$ cat src/rtl/if_fetch_unit_pkg.sv
// Shared definitions for the instruction-fetch front end: FSM state encoding and default widths.
package if_fetch_unit_pkg;

  localparam int DEF_PC_W   = 4;
  localparam int DEF_DATA_W = 32;

  typedef enum logic {
    S_FETCH = 1'b0,
    S_DROP  = 1'b1
  } fetch_state_e;

endpackage

$ cat src/rtl/if_fetch_unit_fetch_buf.sv
// Circular prefetch buffer: one write port at the tail, two read ports at head and head+1,
// occupancy count and a synchronous flush that empties the buffer without touching stored words.
module fetch_buf #(
  parameter int DATA_W    = 32,
  parameter int BUF_DEPTH = 4,
  localparam int PTR_W    = $clog2(BUF_DEPTH),
  localparam int CNT_W    = PTR_W + 1
) (
  input  logic              clk,
  input  logic              rst,
  input  logic              flush,
  input  logic              wr_en,
  input  logic [DATA_W-1:0] wr_data,
  input  logic              rd_en,
  output logic [DATA_W-1:0] rd_data0,
  output logic [DATA_W-1:0] rd_data1,
  output logic [CNT_W-1:0]  count
);

  logic [DATA_W-1:0] mem [BUF_DEPTH];
  logic [PTR_W-1:0]  head;
  logic [PTR_W-1:0]  head_nx;
  logic [PTR_W-1:0]  tail;

  assign head_nx  = head + PTR_W'(1);
  assign tail     = head + count[PTR_W-1:0];
  assign rd_data0 = mem[head];
  assign rd_data1 = mem[head_nx];

  always_ff @(posedge clk) begin
    if (rst) begin
      head  <= '0;
      count <= '0;
      // NOTE: the storage is cleared on reset on purpose, because the instruction outputs
      // read straight from it and must show zero after reset.
      for (int i = 0; i < BUF_DEPTH; i++) mem[i] <= '0;
    end else if (flush) begin
      count <= '0;
    end else begin
      if (wr_en) mem[tail] <= wr_data;
      if (rd_en) head <= head_nx;
      count <= count + CNT_W'(wr_en) - CNT_W'(rd_en);
    end
  end

endmodule

$ cat src/rtl/if_fetch_unit.sv
// Instruction-fetch front end feeding the IF/ID register with {instr, next instr, next PC}.
// Optional FETCH_STALL_CNT_EN adds a saturating count of cycles stalled with a valid pair.
module if_fetch_unit
  import if_fetch_unit_pkg::*;
#(
  parameter int              PC_W      = DEF_PC_W,
  parameter int              DATA_W    = DEF_DATA_W,
  parameter int              BUF_DEPTH = 4,
  parameter logic [PC_W-1:0] RESET_PC  = '0
) (
  input  logic              clk,
  input  logic              rst,
  input  logic              enable,
  input  logic              iRedirect,
  input  logic [PC_W-1:0]   iRedirectPC,
  output logic              imem_req,
  output logic [PC_W-1:0]   imem_addr,
  input  logic              imem_ack,
  input  logic [DATA_W-1:0] imem_rdata,
  output logic              oValid,
  output logic [DATA_W-1:0] oInstr,
  output logic [DATA_W-1:0] oNextInstr,
  output logic [PC_W-1:0]   oNextPC
`ifdef FETCH_STALL_CNT_EN
  ,
  output logic [15:0]       oStallCnt
`endif
);

  localparam int CNT_W = $clog2(BUF_DEPTH) + 1;

  fetch_state_e     state;
  logic [PC_W-1:0]  head_pc;
  logic [PC_W-1:0]  fetch_pc;
  logic             pending;
  logic [CNT_W-1:0] count;
  logic             accept;
  logic             consume;

  // The request is held until acked, so the pending request is the one being presented and
  // only needs room for its own word.
  assign imem_req  = !rst && (state == S_FETCH) && !iRedirect && (count < CNT_W'(BUF_DEPTH));
  assign imem_addr = fetch_pc;
  assign accept    = imem_req && imem_ack;
  assign oValid    = (count >= CNT_W'(2)) && !iRedirect;
  assign consume   = oValid && enable;
  assign oNextPC   = head_pc + PC_W'(1);

  fetch_buf #(
    .DATA_W    (DATA_W),
    .BUF_DEPTH (BUF_DEPTH)
  ) u_buf (
    .clk      (clk),
    .rst      (rst),
    .flush    (iRedirect),
    .wr_en    (accept),
    .wr_data  (imem_rdata),
    .rd_en    (consume),
    .rd_data0 (oInstr),
    .rd_data1 (oNextInstr),
    .count    (count)
  );

  always_ff @(posedge clk) begin
    if (rst) begin
      state    <= S_FETCH;
      head_pc  <= RESET_PC;
      fetch_pc <= RESET_PC;
      pending  <= 1'b0;
    end else if (iRedirect) begin
      head_pc  <= iRedirectPC;
      fetch_pc <= iRedirectPC;
      pending  <= 1'b0;
      // A response landing in the redirect cycle is the one we would otherwise wait for.
      if (state == S_DROP) state <= imem_ack ? S_FETCH : S_DROP;
      else                 state <= (pending && !imem_ack) ? S_DROP : S_FETCH;
    end else begin
      case (state)
        S_FETCH: begin
          if (accept) fetch_pc <= fetch_pc + PC_W'(1);
          pending <= imem_req && !imem_ack;
        end
        S_DROP: begin
          if (imem_ack) state <= S_FETCH;
        end
        default: state <= S_FETCH;
      endcase
      if (consume) head_pc <= head_pc + PC_W'(1);
    end
  end

`ifdef FETCH_STALL_CNT_EN
  always_ff @(posedge clk) begin
    if (rst)                                         oStallCnt <= '0;
    else if (oValid && !enable && oStallCnt != '1)   oStallCnt <= oStallCnt + 16'd1;
  end
`endif

endmodule

$ cat config.mk
export PLATFORM = sky130hd
export DESIGN_NAME = if_fetch_unit
export DESIGN_NICKNAME = d
export VERILOG_FILES = /design/src/rtl/if_fetch_unit_pkg.sv /design/src/rtl/if_fetch_unit_fetch_buf.sv /design/src/rtl/if_fetch_unit.sv
export SDC_FILE = /design/constraint.sdc
export NUM_CORES = 1
export LEC_CHECK = 0
export CAP_MARGIN = 10
export CORE_UTILIZATION = 49
export CTS_CLUSTER_DIAMETER = 50
export DETAILED_ROUTE_END_ITERATION = 6
export PLACE_DENSITY = 0.77
export SLEW_MARGIN = 5
export SYNTH_ARGS = -nofsm -noshare
export SYNTH_HDL_FRONTEND = slang
export SYNTH_SLANG_ARGS = --single-unit
export TNS_END_PERCENT = 30
$ cat constraint.sdc
create_clock -name clk -period 2.4 [get_ports clk]
set_input_delay 0.72 -clock clk [delete_from_list [all_inputs] [get_ports clk]]
set_output_delay 0.72 -clock clk [all_outputs]
set_load 0.01 [all_outputs]
==> impl_metrics.yaml <==
run_status:
  outcome: "finished with violations"
  violations: "setup timing"
min_path:
  hold_path.class: "flop to flop"
  holdPathEnd: "head_pc[3]"
  holdPathStages: 2
  min_from: "head_pc[3]"
synthesis:
  seq_area_frac_synth: 0.578
  async_flop_share: 0
  synth_ff_type: "edfxtp_1"
  yosys_warnings: 0
  synth_cell_types: 45
  avgSynthCellArea_um2: 15.9
  synthCells: 455
  syn_area_um2: 7240
  synth_edf_count: 128
  ys_seq_elements: 145
  synth_nets: 503
detailed_routing:
  ant_nets: 0
  vias_per_cell: 5.91
  vias: 4754
  wl_per_cell_um: 22.1
  route.detailed.drc: 0
  drt-pass1-iter-count: 5
  initialDrtViolationCount: 390
  routed_wirelength_um: 17800
clock_tree:
  cts.sinks: 145
  ctsHoldBuffers: 0
  cts_made_buffers: 17
  cts_tree: "yes"
  htree_levels: 4
  path_clk_slew_ns: 0.06
  clk_latency_ns: 0.42
  cts_max_path_buffers: 2
  root_buffer: "clkbuf_16"
floorplanning:
  start_util: 0.500
  fp.coreArea_um2: 14500
  rows: 44
  ios: 115
  dieArea_um2: 15300
  die_x_um: 124
  die_y_um: 124
sta:
  hold_violations: 0
  slew_headroom: 0.712
  finalClockSkew_ns: 0.0144
  tightestPinTransition_ns: 0.432
  slew_viol_final: 0
  fin_ws_ns: -0.0624
  period_needed_ns: 2.46
  rsz0062_at_grt: "yes"
  fmax_ghz: 0.406
  setup_violations: 38
  finalCritPeriodShare: 1.03
cells_and_area:
  drive_above_1_share: 0.377
  stdcell_area_um2: 9630
  syn_to_final_growth_pct: 33.1
  nNetsFinal: 656
  diodes: 0
  final_cell_mix: "edfxtp_1 (128), and2_1 (96), mux4_2 (64)"
  final_common_cell: "edfxtp_1"
place:
  pre_cts_ws_ns: -0.517
  dpl_cell_area_um2: 8830
  io_buffers: 114
  gp_congestion: 0.814
  dp_hpwl_um: 11000
setup_path:
  rr_endpoint: "u_buf.mem[2][9]"
  crit_type: "flop to primary output"
  worstSetupStartpointType: "flop"
  critPathRequiredTime_ns: 1.68
  reg2reg_depth: 7
  endpoint_kind: "primary output"
  reg2reg_from: "u_buf.head[1]"
  arrival_ns: 1.74
  rrSetupSlack_ns: 0.15
  worstPathMaxFanout: 7
grt:
  grt_usage: 0.245
  grt_first_pass_wirelength_um: 27000
  antenna_found_initial: 0
  gr-total-overflow: 0
  grt_max_degree: 36
  grt_pass1_vias: 5004
power_and_ir_drop:
  p_leak_nw: 3.67
  report.power.total_w: 0.00600
  power_density_nw_per_um2: 623
  irDropWorstVdd_mv: 0.470
run:
  maxCapViolations: 0
cells by family (layout without fill, tap and decap cells):
logic type      Yosys count  after routing  synth area share
buf+inv                  46            212            0.0334
fa+ha+maj                 7              7            0.0131
mux                      65             65             0.201
simple gates            166            166             0.146
compound gates           18             18            0.0175
flops                   145            145             0.578
xor+xnor                  8              8            0.0119
registers in the layout, indices dropped and copies added (netlist names), named ones only:
register	count
head_pc	4
u_buf.mem	128
state	1
u_buf.head	2
u_buf.count	3
imem_addr	4
pending	1
report_power, final:
part | internal, W | total [W] | switching (W)
sequential | 0.00286 | 0.00292 | 0.0000627
clock | 0.00152 | 0.00253 | 0.00101
combinational | 0.000292 | 0.000548 | 0.000255
metal layers:
metal  GRT usage  vias up  share of wire
li1            -     2077              -
met1       0.304     2445           0.39
met2       0.427      214           0.53
met3      0.0461       18          0.061
met4      0.0904        0          0.016
met5           0        -              0
synthesized netlist by cell type, types with 3 or more instances:
cell	count	area share
clkbuf_2	3	0.0021
nor3b_1	3	0.0031
and3_1	32	0.028
xnor2_1	4	0.0048
clkbuf_1	17	0.0088
a21oi_1	4	0.0028
edfxtp_1	128	0.53
ha_1	6	0.010
nor2_1	10	0.0052
dfxtp_1	17	0.047
and2_1	96	0.083
inv_1	9	0.0047
or2_2	4	0.0035
a211oi_1	4	0.0041
buf_2	7	0.0048
buf_6	7	0.011
mux4_2	64	0.20
nor3_1	5	0.0035
xor2_1	3	0.0036
stage by stage:
step / utilization / hold WS (ns) / TNS (ns) / instances
detailed placement: 0.610 / 0.514 / -49.23 / 753
CTS: 0.655 / 0.525 / -1.63 / 802
global placement: 0.610 / 0.501 / -44.61 / 753
global route: 0.665 / 0.560 / -2.72 / 805
finish: 0.665 / 0.523 / -0.949 / 805
floorplan: - / 0.491 / -2.29 / 455
final cells by class:
cell class              count  area [um^2]
fillers                  1025         4850
clock inverters            14          140
multi-input cells         264         2840
inverters                   9         33.8
clock buffers              18          429
repair buffers            171         1760
well taps                 184          230
flip-flops and latches    145         4200
how the worst max path moves through the flow:
stage,endpoint,slack [ns],depth (start not counted)
3_5_place_dp,imem_req,-0.52,4
4_1_cts,oNextInstr[11],-0.13,4
6_report,oInstr[26],-0.06,4
2_1_floorplan,u_buf.mem[1][0],-0.07,4
3_3_place_gp,imem_req,-0.53,4
5_1_grt,oInstr[26],-0.11,4
critical path, cell delays in order, from the launching register on:
cell	delay, ns
dfxtp_4	0.39
buf_12	0.13
buf_12	0.13
mux4_2	0.54
buf_6	0.14
repair_timing:
action,in CTS,in global routing
buffers inserted,16,2
gates cloned,1,1
gates resized for setup,284,24
endpoints found under the setup margin,68,55
(Power assumes the default switching activity.)
